### src/rtl/mmio_panel.sv
// Memory-mapped front panel: hex digits, blanking, LEDs, debounced push buttons and run control.
// Latency: register writes are visible on digits/blank/leds after the write edge; q/hit lag address by one cycle.
// Backpressure: none; the CPU port accepts one access every cycle.
module mmio_panel #(
    parameter int              AW   = 16,
    parameter logic [AW-1:0]   BASE = 16'hFFFC,
    parameter int              NDIG = 4,
    parameter int              NBTN = 4,
    parameter int              DEB  = 16
) (
    input  logic                clock,
    input  logic                nRst,
    input  logic [AW-1:0]       address,
    input  logic [31:0]         data,
    input  logic                wren,
    output logic [31:0]         q,
    output logic                hit,
    input  logic [NBTN-1:0]     BUTTON,
    output logic [4*NDIG-1:0]   digits,
    output logic [NDIG-1:0]     blank,
    output logic [7:0]          leds,
    output logic                run
);

    localparam int CW = (DEB > 2) ? $clog2(DEB) : 1;

    localparam logic [1:0] OFF_DISP  = 2'd0;
    localparam logic [1:0] OFF_BLANK = 2'd1;
    localparam logic [1:0] OFF_LED   = 2'd2;
    localparam logic [1:0] OFF_BTN   = 2'd3;

    logic                in_win;
    logic                wr_en;
    logic [1:0]          off;
    logic [4*NDIG-1:0]   disp_r;
    logic [NDIG-1:0]     blank_r;
    logic [7:0]          led_r;
    logic [NBTN-1:0]     flag;
    logic [NBTN-1:0]     flag_clr;
    logic [NBTN-1:0]     sync1;
    logic [NBTN-1:0]     sync2;
    logic [NBTN-1:0]     pressed_s;
    logic [NBTN-1:0]     lvl;
    logic [NBTN-1:0]     done;
    logic [NBTN-1:0]     rise;
    logic [CW-1:0]       cnt [NBTN];
    logic [31:0]         btn_word;
    logic [31:0]         rd_mux;
    logic                unused_data;

    assign in_win      = (address[AW-1:2] == BASE[AW-1:2]);
    assign wr_en       = wren & in_win;
    assign off         = address[1:0];
    assign unused_data = ^data;

    assign digits = disp_r;
    assign blank  = blank_r;
    assign leds   = led_r;

    always_ff @(posedge clock or negedge nRst) begin
        if (!nRst) begin
            disp_r  <= '0;
            blank_r <= '0;
            led_r   <= '0;
        end else if (wr_en) begin
            case (off)
                OFF_DISP:  disp_r  <= data[4*NDIG-1:0];
                OFF_BLANK: blank_r <= data[NDIG-1:0];
                OFF_LED:   led_r   <= data[7:0];
                default:   ;
            endcase
        end
    end

    // Raw buttons are active-low; everything past the synchroniser uses 1 = pressed.
    always_comb begin
        pressed_s = ~sync2;
        done      = '0;
        rise      = '0;
        for (int i = 0; i < NBTN; i++) begin
            done[i] = (pressed_s[i] != lvl[i]) && (cnt[i] == CW'(DEB - 1));
            rise[i] = done[i] & pressed_s[i];
        end
    end

    always_ff @(posedge clock or negedge nRst) begin
        if (!nRst) begin
            sync1 <= '1;
            sync2 <= '1;
            lvl   <= '0;
            for (int i = 0; i < NBTN; i++) begin
                cnt[i] <= '0;
            end
        end else begin
            sync1 <= BUTTON;
            sync2 <= sync1;
            for (int i = 0; i < NBTN; i++) begin
                if (pressed_s[i] == lvl[i]) begin
                    cnt[i] <= '0;
                end else if (done[i]) begin
                    lvl[i] <= pressed_s[i];
                    cnt[i] <= '0;
                end else begin
                    cnt[i] <= cnt[i] + CW'(1);
                end
            end
        end
    end

    // A press edge landing in the same cycle as its W1C keeps the flag set.
    assign flag_clr = (wr_en && off == OFF_BTN) ? data[NBTN-1:0] : '0;

    always_ff @(posedge clock or negedge nRst) begin
        if (!nRst) begin
            flag <= '0;
        end else begin
            flag <= (flag & ~flag_clr) | rise;
        end
    end

    always_ff @(posedge clock or negedge nRst) begin
        if (!nRst) begin
            run <= 1'b0;
        end else if (lvl[1]) begin
            run <= 1'b0;
        end else if (lvl[0]) begin
            run <= 1'b1;
        end
    end

    assign btn_word = 32'(flag) | (32'(lvl) << 8);

    always_comb begin
        rd_mux = '0;
        case (off)
            OFF_DISP:  rd_mux = 32'(disp_r);
            OFF_BLANK: rd_mux = 32'(blank_r);
            OFF_LED:   rd_mux = 32'(led_r);
            default:   rd_mux = btn_word;
        endcase
    end

    always_ff @(posedge clock or negedge nRst) begin
        if (!nRst) begin
            q   <= '0;
            hit <= 1'b0;
        end else begin
            q   <= in_win ? rd_mux : 32'h0;
            hit <= in_win;
        end
    end

endmodule

### config.mk
export PLATFORM = sky130hd
export DESIGN_NAME = mmio_panel
export DESIGN_NICKNAME = d
export VERILOG_FILES = /design/src/rtl/mmio_panel.sv
export SDC_FILE = /design/constraint.sdc
export NUM_CORES = 1
export LEC_CHECK = 0
export ABC_AREA = 1
export BUFFER_PORTS_ARGS = -buffer_cell sky130_fd_sc_hd__buf_2
export CORE_ASPECT_RATIO = 1.5
export CORE_MARGIN = 1
export CORE_UTILIZATION = 38
export CTS_CLUSTER_DIAMETER = 30
export DETAILED_ROUTE_END_ITERATION = 8
export PLACE_DENSITY = 0.75
export SLEW_MARGIN = 20
export SYNTH_ARGS = -nofsm -noshare
export SYNTH_HDL_FRONTEND = slang
export SYNTH_SLANG_ARGS = --single-unit
### constraint.sdc
create_clock -name clock -period 2.2 [get_ports clock]
set_clock_uncertainty 0.2 [all_clocks]
set_input_delay 0.22 -clock clock [delete_from_list [all_inputs] [get_ports clock]]
set_output_delay 0.22 -clock clock [all_outputs]
set_load 0.1 [all_outputs]
# Word level (Yosys, flattened, before mapping)
# Cells that the tools add are included.
# totals
reg_bits	94
in_bits	55
out_inout_bits	62
word_cells	78
# classes
n_addsub	4
n_eq_ne	16
mux	13
bitwise	14
reduce_logical	14
# op_table
operator	count
one-hot mux 16 bit (3 select lines)	1
2-to-1 mux 4 bit	9
2-to-1 mux 32 bit	1
adder 4 x 1 -> 4 bit (second input constant)	4
== test 4 bit (second input constant)	4
== test 14 bit (second input constant)	1
AND reduction 2 bit	7
bitwise OR 4 x 12 -> 12 bit	1
NOT 4 bit	2
bitwise AND 1 bit	5
logical AND 1 bit	5
bitwise AND 4 bit	1
== test 1 bit	4
== test 2 bit (second input constant)	2
!= test 1 bit	4
NOT 1 bit	4
bitwise OR 4 bit	1
== test 2 x 1 -> 1 bit (second input constant)	1
zero test 2 bit	1
2-to-1 mux 1 bit	2
nonzero test 2 bit	1

# Logic depth before layout (Yosys ltp)
# depth
ltp_word	7
ltp_mapped	8
depth_no_buf	7

# Worst setup path before layout
# Ideal clock, no wire load.
# synth_path
path_type	register to register
startpoint	reg led_r[1] (netlist: leds[1])
endpoint	reg q[1]
setup_time_ps	73
arrival_ps	1315
required_ps	1927
path_slack_ps	612
path_stages_with_launch	5
n_path_buf	0
synth_period_minus_slack_ps	1588
cell_sequence	dfrtp_1 > o21ai_0 > nand2_1 > a21oi_1 > nor2_1
# synth_between
elab_chain_len	2
# synth_rtl
item	line	source
start: declaration	37	logic [7:0] led_r;
start signal: assignment	69	OFF_LED: led_r <= data[7:0];
one-hot mux 16 bit (3 select lines)	135	case (off)
2-to-1 mux 32 bit	148	q <= in_win ? rd_mux : 32'h0;
end signal: assignment	148	
end: declaration	16	output logic [31:0] q,
# No other way between the ends.
# A chain may end at the register's enable or synchronous reset.

# Worst setup path in the final report
# layout_path
startpoint	reg disp_r[8] (netlist: digits[8])
endpoint	out digits[8]
# layout_lines
item	line	source
start: declaration	35	logic [4*NDIG-1:0] disp_r;
start signal: assignment	67	OFF_DISP: disp_r <= data[4*NDIG-1:0];
end: declaration	19	output logic [4*NDIG-1:0] digits,
# No word-level cell between the ends.

==> flow_summary.json <==
{
  "cpPeakStageDelay_ns": 0.45,
  "total_power_uw": 3470,
  "worst-path-stages": 1,
  "ys_top_cells_by_area": "dfrtp_1 (51%), nand2_1 (7.8%), dfstp_2 (6.1%)",
  "cts_tree": "yes",
  "dpl.hpwl_um": 4870,
  "r2r_slack_ns": 0.74,
  "final_max_slew_viol_count": 0,
  "finalSetupTns_ns": 0,
  "die_h_um": 119,
  "cpMaxStageDelayCell": "buf_2",
  "htree_levels": 3,
  "finalSetupViolations": 0,
  "dr.first_iter.drc_count": 129,
  "cp-end-kind": "primary output",
  "initial_core_util": 0.391,
  "wl_um": 6960,
  "post_drt_wl_per_cell_um": 12.1,
  "via_per_inst": 4.54,
  "rsz0062_at_grt": "no",
  "drcViolationCount": 0,
  "first_pass_iters": 4,
  "grt_max_degree": 33,
  "powerDensity_nw_per_um2": 777,
  "r2r_end": "cnt[8]",
  "crit_fanout": 3,
  "fp.dieW_um": 79.8,
  "cp_cell_sequence": "buf_2",
  "leakagePower_uw": 0.00237,
  "max-cap-violations": 0,
  "cp.arrival_ns": 1.19,
  "ys_warn_count": 0,
  "fill_cells": 824,
  "pre_cts_slack_ns": 0.536,
  "grt_pass1_wl_um": 11100,
  "synth_largest_type_area_fraction": 0.508,
  "layout_common_cells": "buf_2 (84), nand2_1 (72), dfrtp_1 (70)",
  "io_buffer_count": 84,
  "ir_drop_uv": 417,
  "synth-edff-count": 0,
  "die_area_um2": 9470,
  "path_buf_inv": 1,
  "ff2ff_path_depth": 4,
  "clockRootBuffer": "clkbuf_16",
  "avgSynthCellArea_um2": 9.89,
  "diodes": 0,
  "cts_buffers": 9,
  "overflow": 0,
  "hold_viol_final": 0,
  "start_kind": "flip-flop",
  "grt_util_all_layers": 0.155,
  "required_ns": 1.78,
  "setup_slack_ns": 0.589,
  "antenna_found_initial": 0,
  "critical_path.startpoint": "digits[8]",
  "critPathCapture": "digits[8]",
  "layout_commonest_cell": "buf_2",
  "max_clock_freq_mhz": 621,
  "hp-class": "input port to flip-flop",
  "post-route-util": 0.506,
  "reg2reg_from": "sync2[1]",
  "finalCritPeriodShare": 0.732,
  "syn_inst": 349,
  "layout_min_cycle_time_ns": 1.61,
  "grt_pass1_vias": 2467,
  "clock_sinks": 78,
  "ys_ff_latch": 78,
  "core_um2": 8830,
  "vias": 2604,
  "yosysSeqAreaShare": 0.569,
  "synth.distinct_cells": 25,
  "async_flop_share": 1.00,
  "cts_setup_buffers": 0,
  "synth_top_flop_cell": "dfrtp_1",
  "io_pins": 117,
  "area_growth_syn_to_layout_pct": 29.4,
  "clk_latency_ns": 0.33,
  "worstSetupPathType": "flip-flop to primary output",
  "drive_gt1_frac": 0.343,
  "drtAntennaViolNets": 0,
  "place_congestion": 0.900,
  "yosysTopAreaCell": "dfrtp_1",
  "critPathTopFamily": "buffers and inverters",
  "nNetsFinal": 518,
  "cts.clk_slew.worst_paths_ns": 0.06,
  "clk_path_buf_depth": 2,
  "outcome": "completed",
  "synth_area_um2": 3450,
  "rows": 42
}
[state kept, by name, summed over array words and instances, names as in the netlist]
signal,count
blank,4
cnt,16
digits,16
flag,4
hit,1
leds,8
lvl,4
q,16
run,1
sync1,4
sync2,4
[power by group]
| group | leakage [uW] | internal, uW | switching [uW] |
|---|---|---|---|
| Clock | 0.000167 | 1140 | 543 |
| Sequential | 0.00103 | 1470 | 17.0 |
| Combinational | 0.00118 | 78.4 | 227 |
| Total | 0.00237 | 2680 | 787 |
[per-layer routing]
metal  vias up  global-route usage  share of wire  routed length (um)
met5         -                   0              0                   0
met4         0              0.0971          0.031                 214
li1       1280                   -              -                   -
met1      1227               0.174           0.41                2870
met2        82               0.263           0.51                3560
met3        15              0.0278          0.046                 323
[synth_stat cells (2+ instances only)]
master   number
dfrtp_1      70
a21oi_1      10
nor3_1        4
dfstp_2       8
inv_1        40
ha_1          4
nand3_1       6
xor2_1        8
buf_6         5
buf_2         2
o21ai_1       4
nand2_2      18
nor2_1       30
nand4_1       4
o21ai_2      24
o21ai_0      13
o211a_1       2
nand3_4       3
buf_4        16
inv_2         2
nand2_1      72
[worst min-delay path, cell delays in order]
cell,delay (ns)
buf_2,0.11
nand4_1,0.08
nand2_1,0.05
nand2_1,0.05
[per-stage QoR]
| stage | hold WS (ns) | instances | area, um^2 |
|---|---|---|---|
| final | 0.0181 | 574 | 4470 |
| after global routing | 0.0352 | 574 | 4470 |
| after CTS | 0.0120 | 574 | 4470 |
| after detailed placement | 0.0122 | 539 | 3930 |
| after global placement | 0.00799 | 539 | 3930 |
| after floorplan | -0.276 | 364 | 3510 |
[how the worst min path moves through the flow]
stage / cells after the start / endpoint / slack (ns) / start
floorplan: 0 / blank[0] / -0.28 / nRst
global placement: 1 / digits[12] / 0.008 / nRst
detailed placement: 1 / digits[12] / 0.01 / nRst
CTS: 4 / flag[0] / 0.01 / data[0]
global route: 4 / flag[0] / 0.04 / data[0]
finish: 4 / flag[0] / 0.02 / data[0]
[repair_timing]
action | 4_1_cts | 5_1_grt
endpoints found under the hold margin | 40 | 0
resized for setup | 0 | 0
setup endpoints to repair | 0 | 0
hold buffers | 19 | 0
[cells by family after synthesis]
group	share of synthesized area
other cells	0.00109
buf+inv	0.0997
simple gates	0.190
compound gates	0.106
xor+xnor	0.0203
fa+ha+maj	0.0145
flops	0.569
[final cells by class]
type | instances | area (um^2) | share of cell area
Timing Repair Buffer | 107 | 666 | 0.149
Sequential cell | 78 | 1960 | 0.439
Tap cell | 110 | 138 | 0.0308
Multi-Input combinational cell | 221 | 1200 | 0.269
Clock inverter | 4 | 95.1 | 0.0213
Clock buffer | 12 | 246 | 0.0552
Inverter | 42 | 158 | 0.0353
Note: power is estimated with default switching activity, not from simulation.
